### src/rtl/uart_pkg.sv
// Shared definitions for the UART echo path.
// Contents: parity mode constants, RX/TX FSM state encodings, and the
// bit-period helper used to size the baud counters.
package uart_pkg;

  localparam int unsigned PARITY_NONE = 0;
  localparam int unsigned PARITY_ODD  = 1;
  localparam int unsigned PARITY_EVEN = 2;

  typedef enum logic [2:0] {
    RX_IDLE,
    RX_START,
    RX_DATA,
    RX_PAR,
    RX_STOP
  } rx_state_e;

  typedef enum logic [2:0] {
    TX_IDLE,
    TX_START,
    TX_DATA,
    TX_PAR,
    TX_STOP
  } tx_state_e;

  // Clock cycles per serial bit (integer divide).
  function automatic int unsigned clks_per_bit(input int unsigned clk_freq,
                                               input int unsigned baud);
    return clk_freq / baud;
  endfunction

endpackage

### src/rtl/sync_fifo.sv
// Synchronous FIFO used as the echo buffer.
// Ports:
//   clk, rst_n       clock, synchronous active-low reset
//   push, din        write strobe and data
//   pop              read strobe (caller never pops when empty)
//   dout             head entry, valid combinationally while !empty
//   full, empty      occupancy flags
//   level            current occupancy, 0..DEPTH
module sync_fifo #(
  parameter int unsigned WIDTH = 8,
  parameter int unsigned DEPTH = 16
) (
  input  logic                     clk,
  input  logic                     rst_n,
  input  logic                     push,
  input  logic [WIDTH-1:0]         din,
  input  logic                     pop,
  output logic [WIDTH-1:0]         dout,
  output logic                     full,
  output logic                     empty,
  output logic [$clog2(DEPTH):0]   level
);

  localparam int unsigned PTR_W = $clog2(DEPTH);
  localparam int unsigned LVL_W = PTR_W + 1;

  logic [WIDTH-1:0] mem_q [DEPTH];
  logic [PTR_W-1:0] wr_ptr_q;
  logic [PTR_W-1:0] rd_ptr_q;
  logic [LVL_W-1:0] level_q;

  // Storage array, no reset needed.
  always_ff @(posedge clk) begin
    if (push) begin
      mem_q[wr_ptr_q] <= din;
    end
  end

  // Pointers wrap naturally at the power-of-two depth; level tracked separately.
  always_ff @(posedge clk) begin
    if (!rst_n) begin
      wr_ptr_q <= '0;
      rd_ptr_q <= '0;
      level_q  <= '0;
    end else begin
      if (push) begin
        wr_ptr_q <= wr_ptr_q + PTR_W'(1);
      end
      if (pop) begin
        rd_ptr_q <= rd_ptr_q + PTR_W'(1);
      end
      if (push && !pop) begin
        level_q <= level_q + LVL_W'(1);
      end else if (pop && !push) begin
        level_q <= level_q - LVL_W'(1);
      end
    end
  end

  assign dout  = mem_q[rd_ptr_q];
  assign full  = (level_q == LVL_W'(DEPTH));
  assign empty = (level_q == '0);
  assign level = level_q;

endmodule

### src/rtl/uart_echo_fifo.sv
// UART loopback transceiver: received characters are checked, buffered and
// re-transmitted in order with the same frame format.
// Ports:
//   clk, rst_n       clock, synchronous active-low reset
//   rx               serial input (asynchronous, idle high)
//   tx               serial output (registered, idle high)
//   rx_frame_err     1-cycle pulse, stop bit sampled low
//   rx_parity_err    1-cycle pulse, parity mismatch
//   fifo_overflow    1-cycle pulse, good character dropped on a full FIFO
//   fifo_level       echo buffer occupancy
module uart_echo_fifo
  import uart_pkg::*;
#(
  parameter int unsigned CLK_FREQ   = 50_000_000,
  parameter int unsigned BAUD_RATE  = 115_200,
  parameter int unsigned DATA_BITS  = 8,
  parameter int unsigned PARITY     = 0,
  parameter int unsigned STOP_BITS  = 1,
  parameter int unsigned FIFO_DEPTH = 16
) (
  input  logic                          clk,
  input  logic                          rst_n,
  input  logic                          rx,
  output logic                          tx,
  output logic                          rx_frame_err,
  output logic                          rx_parity_err,
  output logic                          fifo_overflow,
  output logic [$clog2(FIFO_DEPTH):0]   fifo_level
);

  localparam int unsigned CLKS_PER_BIT = clks_per_bit(CLK_FREQ, BAUD_RATE);
  localparam int unsigned CNT_W        = $clog2(CLKS_PER_BIT);
  localparam logic [CNT_W-1:0] CNT_LAST = CNT_W'(CLKS_PER_BIT - 1);
  localparam logic [CNT_W-1:0] CNT_HALF = CNT_W'(CLKS_PER_BIT / 2);
  localparam logic [2:0]       BIT_LAST = 3'(DATA_BITS - 1);
  localparam logic             STOP_LAST = 1'(STOP_BITS - 1);

  // ---------------------------------------------------------------- sync
  logic rx_meta_q;
  logic rx_s_q;

  // Two-flop synchronizer; resets to idle level so no false start after reset.
  always_ff @(posedge clk) begin
    if (!rst_n) begin
      rx_meta_q <= 1'b1;
      rx_s_q    <= 1'b1;
    end else begin
      rx_meta_q <= rx;
      rx_s_q    <= rx_meta_q;
    end
  end

  // ---------------------------------------------------------------- fifo
  logic       fifo_full;
  logic       fifo_empty;
  logic [7:0] fifo_dout;
  logic       push_c;
  logic       pop_c;

  // ---------------------------------------------------------------- rx
  rx_state_e        rx_state_q;
  logic [CNT_W-1:0] rx_cnt_q;
  logic [2:0]       rx_bit_q;
  logic [7:0]       rx_data_q;
  logic             rx_par_q;
  logic             rx_ferr_q;
  logic             rx_perr_q;
  logic             ovf_q;
  logic             rx_sample_c;
  logic             rx_stop_eval_c;
  logic             rx_par_ok_c;

  assign rx_sample_c    = (rx_cnt_q == CNT_LAST);
  assign rx_stop_eval_c = (rx_state_q == RX_STOP) && rx_sample_c;

  // Unused upper data bits are held at zero, so the full-byte XOR is the data parity.
  always_comb begin
    rx_par_ok_c = 1'b1;
    if (PARITY == PARITY_ODD) begin
      rx_par_ok_c = (^rx_data_q) ^ rx_par_q;
    end else if (PARITY == PARITY_EVEN) begin
      rx_par_ok_c = ~((^rx_data_q) ^ rx_par_q);
    end
  end

  // A simultaneous pop frees the slot, so a full FIFO still accepts the char.
  assign push_c = rx_stop_eval_c && rx_s_q && rx_par_ok_c && (!fifo_full || pop_c);

  // Receive FSM with registered error pulses.
  always_ff @(posedge clk) begin
    if (!rst_n) begin
      rx_state_q <= RX_IDLE;
      rx_cnt_q   <= '0;
      rx_bit_q   <= '0;
      rx_data_q  <= '0;
      rx_par_q   <= 1'b0;
      rx_ferr_q  <= 1'b0;
      rx_perr_q  <= 1'b0;
      ovf_q      <= 1'b0;
    end else begin
      rx_ferr_q <= 1'b0;
      rx_perr_q <= 1'b0;
      ovf_q     <= 1'b0;
      case (rx_state_q)
        RX_IDLE: begin
          if (!rx_s_q) begin
            rx_cnt_q   <= '0;
            rx_state_q <= RX_START;
          end
        end
        RX_START: begin
          if (rx_cnt_q == CNT_HALF) begin
            // High at mid start bit: glitch, silently ignore.
            if (rx_s_q) begin
              rx_state_q <= RX_IDLE;
            end else begin
              rx_cnt_q   <= '0;
              rx_bit_q   <= '0;
              rx_data_q  <= '0;
              rx_state_q <= RX_DATA;
            end
          end else begin
            rx_cnt_q <= rx_cnt_q + CNT_W'(1);
          end
        end
        RX_DATA: begin
          if (rx_sample_c) begin
            rx_cnt_q            <= '0;
            rx_data_q[rx_bit_q] <= rx_s_q;
            if (rx_bit_q == BIT_LAST) begin
              rx_state_q <= (PARITY != PARITY_NONE) ? RX_PAR : RX_STOP;
            end else begin
              rx_bit_q <= rx_bit_q + 3'd1;
            end
          end else begin
            rx_cnt_q <= rx_cnt_q + CNT_W'(1);
          end
        end
        RX_PAR: begin
          if (rx_sample_c) begin
            rx_cnt_q   <= '0;
            rx_par_q   <= rx_s_q;
            rx_state_q <= RX_STOP;
          end else begin
            rx_cnt_q <= rx_cnt_q + CNT_W'(1);
          end
        end
        RX_STOP: begin
          if (rx_sample_c) begin
            // Only the first stop bit is checked; back to IDLE immediately.
            rx_cnt_q   <= '0;
            rx_state_q <= RX_IDLE;
            if (!rx_s_q) begin
              rx_ferr_q <= 1'b1;
            end else if (!rx_par_ok_c) begin
              rx_perr_q <= 1'b1;
            end else if (fifo_full && !pop_c) begin
              ovf_q <= 1'b1;
            end
          end else begin
            rx_cnt_q <= rx_cnt_q + CNT_W'(1);
          end
        end
        default: rx_state_q <= RX_IDLE;
      endcase
    end
  end

  sync_fifo #(
    .WIDTH (8),
    .DEPTH (FIFO_DEPTH)
  ) u_fifo (
    .clk   (clk),
    .rst_n (rst_n),
    .push  (push_c),
    .din   (rx_data_q),
    .pop   (pop_c),
    .dout  (fifo_dout),
    .full  (fifo_full),
    .empty (fifo_empty),
    .level (fifo_level)
  );

  // ---------------------------------------------------------------- tx
  tx_state_e        tx_state_q;
  logic [CNT_W-1:0] tx_cnt_q;
  logic [2:0]       tx_bit_q;
  logic [7:0]       tx_shift_q;
  logic             tx_par_q;
  logic             tx_stop_q;
  logic             tx_q;
  logic             tx_last_c;

  assign pop_c     = (tx_state_q == TX_IDLE) && !fifo_empty;
  assign tx_last_c = (tx_cnt_q == CNT_LAST);

  // Transmit FSM; tx is the registered line level.
  always_ff @(posedge clk) begin
    if (!rst_n) begin
      tx_state_q <= TX_IDLE;
      tx_cnt_q   <= '0;
      tx_bit_q   <= '0;
      tx_shift_q <= '0;
      tx_par_q   <= 1'b0;
      tx_stop_q  <= 1'b0;
      tx_q       <= 1'b1;
    end else begin
      case (tx_state_q)
        TX_IDLE: begin
          tx_q <= 1'b1;
          if (!fifo_empty) begin
            tx_shift_q <= fifo_dout;
            tx_par_q   <= (PARITY == PARITY_EVEN) ? ^fifo_dout : ~^fifo_dout;
            tx_q       <= 1'b0;
            tx_cnt_q   <= '0;
            tx_state_q <= TX_START;
          end
        end
        TX_START: begin
          if (tx_last_c) begin
            tx_cnt_q   <= '0;
            tx_bit_q   <= '0;
            tx_q       <= tx_shift_q[0];
            tx_state_q <= TX_DATA;
          end else begin
            tx_cnt_q <= tx_cnt_q + CNT_W'(1);
          end
        end
        TX_DATA: begin
          if (tx_last_c) begin
            tx_cnt_q <= '0;
            if (tx_bit_q == BIT_LAST) begin
              if (PARITY != PARITY_NONE) begin
                tx_q       <= tx_par_q;
                tx_state_q <= TX_PAR;
              end else begin
                tx_q       <= 1'b1;
                tx_stop_q  <= 1'b0;
                tx_state_q <= TX_STOP;
              end
            end else begin
              tx_q       <= tx_shift_q[1];
              tx_shift_q <= tx_shift_q >> 1;
              tx_bit_q   <= tx_bit_q + 3'd1;
            end
          end else begin
            tx_cnt_q <= tx_cnt_q + CNT_W'(1);
          end
        end
        TX_PAR: begin
          if (tx_last_c) begin
            tx_cnt_q   <= '0;
            tx_q       <= 1'b1;
            tx_stop_q  <= 1'b0;
            tx_state_q <= TX_STOP;
          end else begin
            tx_cnt_q <= tx_cnt_q + CNT_W'(1);
          end
        end
        TX_STOP: begin
          if (tx_last_c) begin
            tx_cnt_q <= '0;
            if (tx_stop_q == STOP_LAST) begin
              tx_state_q <= TX_IDLE;
            end else begin
              tx_stop_q <= 1'b1;
            end
          end else begin
            tx_cnt_q <= tx_cnt_q + CNT_W'(1);
          end
        end
        default: tx_state_q <= TX_IDLE;
      endcase
    end
  end

  assign tx            = tx_q;
  assign rx_frame_err  = rx_ferr_q;
  assign rx_parity_err = rx_perr_q;
  assign fifo_overflow = ovf_q;

endmodule

### config.mk
export PLATFORM = sky130hd
export DESIGN_NAME = uart_echo_fifo
export DESIGN_NICKNAME = d
export VERILOG_FILES = /design/src/rtl/uart_pkg.sv /design/src/rtl/sync_fifo.sv /design/src/rtl/uart_echo_fifo.sv
export SDC_FILE = /design/constraint.sdc
export NUM_CORES = 1
export LEC_CHECK = 0
export BUFFER_PORTS_ARGS = -buffer_cell sky130_fd_sc_hd__clkbuf_2
export CAP_MARGIN = 20
export CELL_PAD_IN_SITES_DETAIL_PLACEMENT = 0
export CELL_PAD_IN_SITES_GLOBAL_PLACEMENT = 1
export CORE_UTILIZATION = 52
export DETAILED_ROUTE_END_ITERATION = 8
export GPL_TIMING_DRIVEN = 0
export PLACE_DENSITY_LB_ADDON = 0.1
export SYNTH_ARGS = -nofsm -noshare
export SYNTH_HDL_FRONTEND = slang
export SYNTH_HIERARCHICAL = 1
export SYNTH_SLANG_ARGS = --single-unit
### constraint.sdc
create_clock -name clk -period 3.5 [get_ports clk]
set_input_delay 0.525 -clock clk [delete_from_list [all_inputs] [get_ports clk]]
set_output_delay 0.525 -clock clk [all_outputs]
set_load 0.1 [all_outputs]
* Word-level counts from Yosys, hierarchy flattened
Memories as Yosys holds them, arrays and structs flattened. A register that Yosys moved wholly into a read port is not among the register bits. Cells that the tools add are included.
Operators by class: $add $sub $neg 8, magnitude comparators 2, eq/ne operators 30, muxes and demuxes 63, reductions and logical operators 37
Operators by type and width (count):
- 3-bit two-way mux | 20
- 8-bit two-way mux | 6
- 9-bit two-way mux | 5
- 2-bit inequality test, second input constant | 16
- 8-bit case mux with 2 select lines | 2
- 3-bit case mux with 5 select lines | 2
- 9-bit case mux with 3 select lines | 1
- 4-bit AND reduction | 5
- 9-bit by 1-bit adder with 9-bit output, second input constant | 2
- 9-bit equality test, second input constant | 2
- 9-bit case mux with 2 select lines | 1
- 1-bit two-way mux | 15
- 3-bit by 2-bit equality test with 1-bit output, second input constant | 4
- 3-bit equality test, second input constant | 4
- 3-bit case mux with 2 select lines | 2
- 5-bit two-way mux | 2
- 5-bit AND reduction | 2
- 2-bit nonzero test | 5
- 9-bit by 8-bit equality test with 1-bit output, second input constant | 1
- 4-bit by 1-bit adder with 4-bit output, second input constant | 2
- 8-bit bitwise mux | 1
- 1-bit logical AND | 8
- 4-bit two-way mux | 2
- 7-bit AND reduction | 1
- 22 further kinds | 29
Word-level totals: register bits 65, RAM bits 128, input bits 3, output and inout port bits 9, word-level logic and storage cells 158, memories 1
Memory list:
- u_fifo.mem_q | words 16, width 8, rd ports 1, clocked after Yosys merged registers in 1, write ports 1, line sync_fifo.sv:27 | logic [WIDTH-1:0] mem_q [DEPTH];

* Longest topological paths before layout
Gate-level depths: netlist of run 1.
word-level depth 9, mapped depth 12, mapped depth without buffers 12

* Hierarchy
Netlist of run 1, hierarchy kept.
Modules (own cells, without submodules):
- sync_fifo | times used 1, cells an instance 304, area each 5810.6 um2, sequential area each 4184.0 um2
- uart_echo_fifo | times used 1, cells an instance 356, area each 2905.3 um2, sequential area each 1021.0 um2

* Least setup slack after synthesis of run 1
No wires, ideal clock.
path kind reg-to-reg, start point register u_fifo.level_q[0], in the netlist u_fifo/level[0], end point register u_fifo.level_q[3], in the netlist u_fifo/level[3], setup time 0.065 ns, data arrival time 3.535 ns, required time 3.435 ns, slack -0.100 ns, stages on the path, launching flop included 13, path buffers 0, period minus slack after synthesis 3.600 ns, path through dfxtp_1 nor4_1 nor2b_1 or4_1 nand2_1 and4_1 ha_1 inv_1 ha_1 a21o_1 a21oi_1 or4b_2 nand3_1
Between the ends: cells in the longest elaborated chain, start to end 8, elaborated cells between the ends (all ways) 16, those cells by class 2 x add/sub; 1 x eq/ne; 2 x mux; 11 x reduce/logical
Ends and longest elaborated chain:
- from (decl) | line sync_fifo.sv:30 | logic [LVL_W-1:0] level_q;
- from (signal assigned) | line sync_fifo.sv:53 | level_q <= level_q + LVL_W'(1);
- from (signal assigned) | line sync_fifo.sv:55 | level_q <= level_q - LVL_W'(1);
- 5-bit zero test (*) | line sync_fifo.sv:62 | assign empty = (level_q == '0);
- via fifo_empty | line uart_echo_fifo.sv:55 | logic fifo_empty;
- 1-bit zero test (*)
- 1-bit logical AND (*) | line uart_echo_fifo.sv:194 | assign pop_c = (tx_state_q == TX_IDLE) && !fifo_empty;
- 1-bit logical OR (*) | line uart_echo_fifo.sv:87 | assign push_c = rx_stop_eval_c && rx_s_q && rx_par_ok_c && (!fifo_full || pop_c);
- 1-bit logical AND (*) | line uart_echo_fifo.sv:87
- via push_c | line uart_echo_fifo.sv:57 | logic push_c;
- 1-bit zero test | line sync_fifo.sv:54 | end else if (pop && !push) begin
- 1-bit logical AND | line sync_fifo.sv:54
- 2-bit nonzero test (no line)
Mark *: on every way through the listed nets, which the timed path passes. The rest lies on a longest branch. The select of a mux whose other input is x is not followed. A chain may end at the register's enable or synchronous reset.

* Worst setup path after layout of run 1
start point register rx_state_q[2], end point register u_fifo.level_q[3], in the netlist u_fifo/level[3]
Between the ends: cells in the longest elaborated chain, start to end 7, elaborated cells between the ends (all ways) 9, those cells by class 1 x eq/ne; 1 x mux; 7 x reduce/logical
Ends and longest elaborated chain:
- from (decl) | line uart_echo_fifo.sv:61 | rx_state_e rx_state_q;
- from (signal assigned) | line uart_echo_fifo.sv:131 | rx_state_q <= (PARITY != PARITY_NONE) ? RX_PAR : RX_STOP;
- 3-bit equality test (*) | line uart_echo_fifo.sv:74 | assign rx_stop_eval_c = (rx_state_q == RX_STOP) && rx_sample_c;
- 1-bit logical AND (*) | line uart_echo_fifo.sv:74
- 1-bit logical AND (*) (2 in a row) | line uart_echo_fifo.sv:87
- via push_c | line uart_echo_fifo.sv:57
- 1-bit zero test | line sync_fifo.sv:54
- 1-bit logical AND | line sync_fifo.sv:54
- 2-bit nonzero test (no line)
Mark *: on every way through the listed nets, which the timed path passes. The rest lies on a longest branch.

==> out/metrics.csv, run 1 <==
metric;value;unit
path_max_fanout;10;
grt_pass1_vias;5397;
setup_tns;0;ns
worstMarginPinSlew;0.856;ns
setup_slack;0.387;ns
top_layer_used;met4;
ios;12;
dr_wl_met2;8.61;mm
critPathCaptureType;register;
ant_nets;0;
gp_congestion;0.839;
drt-total-wl;18.1;mm
synth_top_area_share;0.441;
drive_gt1_frac;0.148;
synth_area_leader_cell;edfxtp_1;
grt_pass1_wl;29.0;mm
drc;0;
finalMaxSlewViolations;0;
synth_edf_count;128;
status;completed;
antenna_found_initial;0;
n_antenna_cell;0;
setup-violations-final;0;
post-route-util;0.598;
initial_core_util;0.541;
route.met3.wl;648;um
dp_slack;0.155;ns
cp.required;3.88;ns
wl_per_cell;19.7;um
grt_start_max_net_pins;20;
die_h;131;um
cp.arrival;3.49;ns
cts-root-buf;clkbuf_16;
criticalPathCategory;reg2reg;
totalPowerFinal;5940;uW
netlist_instances;660;
fmax;321;MHz
drt_iter0_markers;400;
via_per_inst;5.98;
drv_cap;0;
synth_cell_type_count;70;
ys.flop_type;edfxtp_1;
finalNetCount;710;
hold_slack;0.276;ns
htreeDepth;4;
fin_skew;0.0135;ns
period_minus_slack;3.11;ns
ys_top_cells_by_area;edfxtp_1 (44%), dfxtp_1 (16%), mux4_2 (6.2%), ha_1 (2.4%), mux4_1 (2.4%);
syn2layout_area_growth;10.5;%
rows;46;
ys_seq_area_frac;0.597;
cts_sinks;196;
io_buffer_count;10;
leakage;0.00297;uW
synth.avg_cell_area;13.2;sq um
dpl.hpwl;12.2;mm
ir_worst_vdd;0.355;mV
overflow;0;
m1WireLength;8.59;mm
hold_class;in2reg;
cts_tree;built;
clkLatencyLatePin;0.43;ns
grt.total_usage;0.220;
die_area;17300;sq um
p_per_area;617;nW/um^2
nFillCells;1277;
hold_violations;0;
die_w;131;um
async_reset_ff_frac;0;
cts_made_buffers;17;
rsz0062_at_grt;false;
clk_pin_slew_worst_paths;0.07;ns
cp-start-kind;register;
syn-num-nets;681;
syn-cell-area;8720;sq um
slew_headroom;0.428;
clock_path_buffers;2;
post_cts_buffers;0;
coreArea;16100;sq um
yosysWarnings;6;
dr.pass1.iters;5;
period_share;0.889;
num_vias;5489;
synth-seq-cells;196;
## cells in the final DEF, fill, tap and decap left out, types with 8 or more instances in the layout
master / netlist / layout
mux4_1: 8 / 8
o211ai_1: 9 / 9
o311ai_0: 9 / 9
ha_1: 17 / 17
inv_1: 17 / 17
a22oi_1: 18 / 18
clkbuf_2: 0 / 10
clkbuf_1: 21 / 22
and2_1: 29 / 29
dfxtp_1: 68 / 65
nand2b_1: 9 / 9
mux4_2: 24 / 24
nor2b_1: 10 / 10
edfxtp_1: 128 / 128
nand3_1: 16 / 16
nand2_1: 54 / 54
xnor2_1: 11 / 11
nor2_1: 30 / 30
a311oi_1: 8 / 8
a21oi_1: 25 / 25
clkbuf_16: 0 / 17
o21ai_1: 10 / 10
o21ai_0: 15 / 15
## worst max-delay path, stage by stage (launching register included)
cell      delay [ns]
dfxtp_1         0.32
clkbuf_1        0.25
clkbuf_1        0.36
nor3b_2         0.36
and4_1          0.27
ha_1            0.23
inv_1           0.11
ha_1            0.29
a21o_1          0.11
a21oi_1         0.08
or4b_2          0.60
nand3_1         0.08
## sequential cells by signal (all words and copies together), names as in the netlist, named ones only
name,flops
u_fifo/mem_q,128
rx_cnt_q,9
tx_cnt_q,9
rx_data_q,8
tx_shift_q,8
u_fifo/level,5
u_fifo/rd_ptr_q,4
u_fifo/wr_ptr_q,4
rx_bit_q,3
rx_state_q,3
tx_bit_q,3
tx_state_q,3
fifo_overflow,1
rx_frame_err,1
rx_meta_q,1
rx_s_q,1
tx,1
## routing by layer
layer / GRT usage / vias to the layer above
li1: - / 2610
met1: 0.314 / 2746
met2: 0.345 / 110
met3: 0.0367 / 23
met4: 0.0711 / 0
met5: 0 / -
## kinds of logic (layout without fill, tap and decap cells)
| logic type | Yosys count | in the layout | synth area share |
|---|---|---|---|
| AOI/OAI and AO/OA | 129 | 129 | 0.104 |
| and+or+nand+nor | 209 | 209 | 0.135 |
| adders and majority gates | 18 | 18 | 0.0267 |
| xor gates and xnor gates | 14 | 14 | 0.0141 |
| DFF | 196 | 196 | 0.597 |
| muxes | 38 | 38 | 0.0930 |
| other | 1 | 1 | 0.000430 |
| buffers and inverters | 55 | 97 | 0.0303 |
## metrics by stage
step           cell area, sq um  cells
5_1_grt                    9630    918
3_5_place_dp               9040    886
4_1_cts                    9620    918
6_report                   9630    918
2_1_floorplan              8720    660
3_3_place_gp               9040    886
## where the power goes
group / switching (uW) / internal [uW] / leakage, uW
Sequential: 94.5 / 2550 / 0.00150
Clock: 906 / 1020 / 0.000283
Combinational: 863 / 512 / 0.00119
## cell type report
type                    instances  area [sq um]  area share
inverters                      17          63.8     0.00662
clock buffers                  18           429      0.0446
well taps                     216           270      0.0281
clock inverters                14           154      0.0160
flip-flops and latches        196          5210       0.541
repair buffers                 10          50.0     0.00520
multi-input cells             409          3260       0.338
plain buffers                  38           200      0.0208
## synthesized netlist by cell type (4+ instances only)
cell type / n
nor3_1: 6
nor2_1: 30
edfxtp_1: 128
nor4_1: 7
nand2_1: 54
nor2b_1: 10
and2_1: 29
or3b_2: 5
dfxtp_1: 68
a31oi_1: 4
o311ai_0: 9
ha_1: 17
clkbuf_1: 21
inv_1: 17
o211a_1: 4
a21oi_1: 25
mux4_1: 8
xnor2_1: 11
a22oi_1: 18
a311oi_1: 8
o21ai_0: 15
or3_1: 7
mux4_2: 24
mux2i_1: 6
nand3_1: 16
nand2b_1: 9
o211ai_1: 9
nor3b_1: 4
o21ai_1: 10
nand4_1: 7
buf_2: 7
## what timing repair did
item                                    in CTS  in global routing
gates resized for setup                      0                  2
endpoints found under the setup margin       0                 33
hold buffers                                 0                  0
## path summary, 6_finish.rpt
kind                               startpoint               to  slack, ns  cells after the start
worst min-delay path                       rx        rx_meta_q       0.28                      2
worst max register to register  rx_state_q[2]  u_fifo/level[3]       0.39                     11
worst min register to register      rx_meta_q           rx_s_q       0.41                      1
worst max-delay path            rx_state_q[2]  u_fifo/level[3]       0.39                     11
Note: power is estimated with default switching activity, not from simulation.
==> run 2: changes to the inputs <==
==> constraint.sdc (replaced) <==
create_clock -name clk -period 3.5 [get_ports clk]
set_input_delay 0.525 -clock clk [delete_from_list [all_inputs] [get_ports clk]]
set_output_delay 0.525 -clock clk [all_outputs]
set_load 0.02 [all_outputs]
==> out/metrics.csv, run 2 (synthesis results as in run 1) <==
metric;value;unit;change
cts_tree;built;;
hold_violations;0;;unchanged
drv_cap;0;;unchanged
status;completed;;
setup-violations-final;0;;unchanged
ios;12;;unchanged
crit_family;simple AND/OR/NAND/NOR gates;;
dp_slack;0.217;ns;+0.0620 ns
critPathCaptureType;register;;
critPathSlowestCell;or4b_2;;
grt_start_max_net_pins;19;;-5.0%
nFillCells;1289;;+0.94%
syn2layout_area_growth;10.3;%;
fmax;319;MHz;-0.70%
clk_pin_slew_worst_paths;0.07;ns;about the same
cp.required;3.88;ns;about the same
fin_skew;0.00909;ns;-0.00441 ns
cp_num_buf_inv;3;;unchanged
dpl.hpwl;12.5;mm;+1.8%
largest_reg_flops;128;;unchanged
die_w;131;um;unchanged
criticalPathCategory;reg2reg;;
cp-start-kind;register;;
io_buffer_count;10;;unchanged
cts-root-buf;clkbuf_16;;
reg_top3;u_fifo/mem_q (128), rx_cnt_q (9), tx_cnt_q (9);;
grt_pass1_wl;29.0;mm;about the same
path_max_fanout;10;;unchanged
cp.arrival;3.51;ns;+0.02 ns
worstMarginPinSlew;0.873;ns;+0.0161 ns
htreeDepth;4;;unchanged
wl_per_cell;19.9;um;+1.1%
final_cell_mix;edfxtp_1 (128), dfxtp_1 (68), nand2_1 (54), nor2_1 (30);;
layout_commonest_cell;edfxtp_1;;
antenna_found_initial;0;;unchanged
setup_slack;0.365;ns;-0.0220 ns
leakage;0.00297;uW;about the same
ir_worst_vdd;0.377;mV;+6.0%
rows;46;;unchanged
overflow;0;;unchanged
clock_path_buffers;2;;unchanged
finalMaxSlewViolations;0;;unchanged
period_share;0.896;;+0.00628
gp_congestion;0.816;;-2.7%
p_per_area;597;nW/um^2;-3.2%
holdBufCountCts;0;;unchanged
drt-total-wl;18.3;mm;+1.1%
grt_pass1_vias;5346;;-0.94%
num_vias;5553;;+1.2%
clkLatencyLatePin;0.43;ns;about the same
period_minus_slack;3.14;ns;+0.0220 ns
drc;0;;unchanged
cts_made_buffers;17;;unchanged
n_antenna_cell;0;;unchanged
ant_nets;0;;unchanged
die_area;17300;sq um;unchanged
top_register;u_fifo/mem_q;;
cp_cell_sequence;clkbuf_1, clkbuf_1, nor3b_2, and4_1, ha_1, inv_1, ha_1, a21o_1, a21oi_1, or4b_2, nand3_1;;
dr.pass1.iters;5;;unchanged
die_h;131;um;unchanged
via_per_inst;6.05;;+1.2%
drt_iter0_markers;368;;-8.0%
slew_headroom;0.417;;-0.0108
initial_core_util;0.541;;unchanged
rsz0062_at_grt;false;;
coreArea;16100;sq um;unchanged
critical-path-max-stage-delay;0.61;ns;about the same
hold_class;in2reg;;
cts_sinks;196;;unchanged
setup_tns;0;ns;unchanged
finalNetCount;710;;unchanged
drive_gt1_frac;0.148;;unchanged
grt.total_usage;0.221;;+0.00121
## run 2: cell count changes in the layout (fill, tap and decap cells not counted), moves of 2 or more
cell | previous run | this run
and2_1 | 29 | 25
and2_2 | 0 | 4
clkinv_2 | 0 | 3
dfxtp_1 | 65 | 68
dfxtp_2 | 3 | 0
clkinv_4 | 0 | 2
clkinvlp_4 | 2 | 0
inv_8 | 5 | 3
## run 2: layout make-up
cell class                      instances  area, sq um  area share
Multi-Input combinational cell        409         3260       0.339
Inverter                               17         63.8     0.00664
Clock buffer                           18          429      0.0446
Tap cell                              216          270      0.0281
Clock inverter                         14          140      0.0146
Buffer                                 38          200      0.0208
Sequential cell                       196         5200       0.541
Timing Repair Buffer                   10         50.0     0.00520
## run 2: worst register-to-register path, cell delays in order (launching register included)
cell	delay, ns
dfxtp_1	0.31
clkbuf_1	0.25
clkbuf_1	0.38
nor3b_2	0.36
and4_1	0.28
ha_1	0.24
inv_1	0.12
ha_1	0.29
a21o_1	0.10
a21oi_1	0.07
or4b_2	0.61
nand3_1	0.08
## run 2: what timing repair did
action | CTS | global route
endpoints found under the setup margin | 0 | 33
gates resized for setup | 0 | 5
setup buffers | 0 | 0
## run 2: report_power, final
group | internal [uW] | switching (uW)
sequential | 2550 | 93.7
clock | 1010 | 884
combinational | 512 | 699
## run 2: through the flow
stage | area, sq um | power (uW) | hold slack (ns) | std cells | utilization
2_1_floorplan | 8720 | 3620 | 0.386 | 660 | -
3_3_place_gp | 9040 | 3880 | 0.397 | 886 | 0.561
3_5_place_dp | 9040 | 3910 | 0.404 | 886 | 0.561
4_1_cts | 9610 | 5780 | 0.262 | 918 | 0.596
5_1_grt | 9620 | 6020 | 0.283 | 918 | 0.597
6_report | 9620 | 5740 | 0.275 | 918 | 0.597
## run 2: path summary, 6_finish.rpt
| check | slack (ns) | start | endpoint | depth (start not counted) |
|---|---|---|---|---|
| setup reg to reg | 0.36 | rx_state_q[2] | u_fifo/level[3] | 11 |
| hold / removal | 0.27 | rx | rx_meta_q | 2 |
| setup / recovery | 0.36 | rx_state_q[2] | u_fifo/level[3] | 11 |
| hold reg to reg | 0.42 | rx_meta_q | rx_s_q | 1 |
## run 2: routing by layer
| layer | vias up | GRT usage | share of wire |
|---|---|---|---|
| li1 | 2605 | - | - |
| met1 | 2800 | 0.312 | 0.45 |
| met2 | 130 | 0.351 | 0.48 |
| met3 | 18 | 0.0436 | 0.054 |
| met4 | 0 | 0.0601 | 0.012 |
| met5 | - | 0 | 0 |
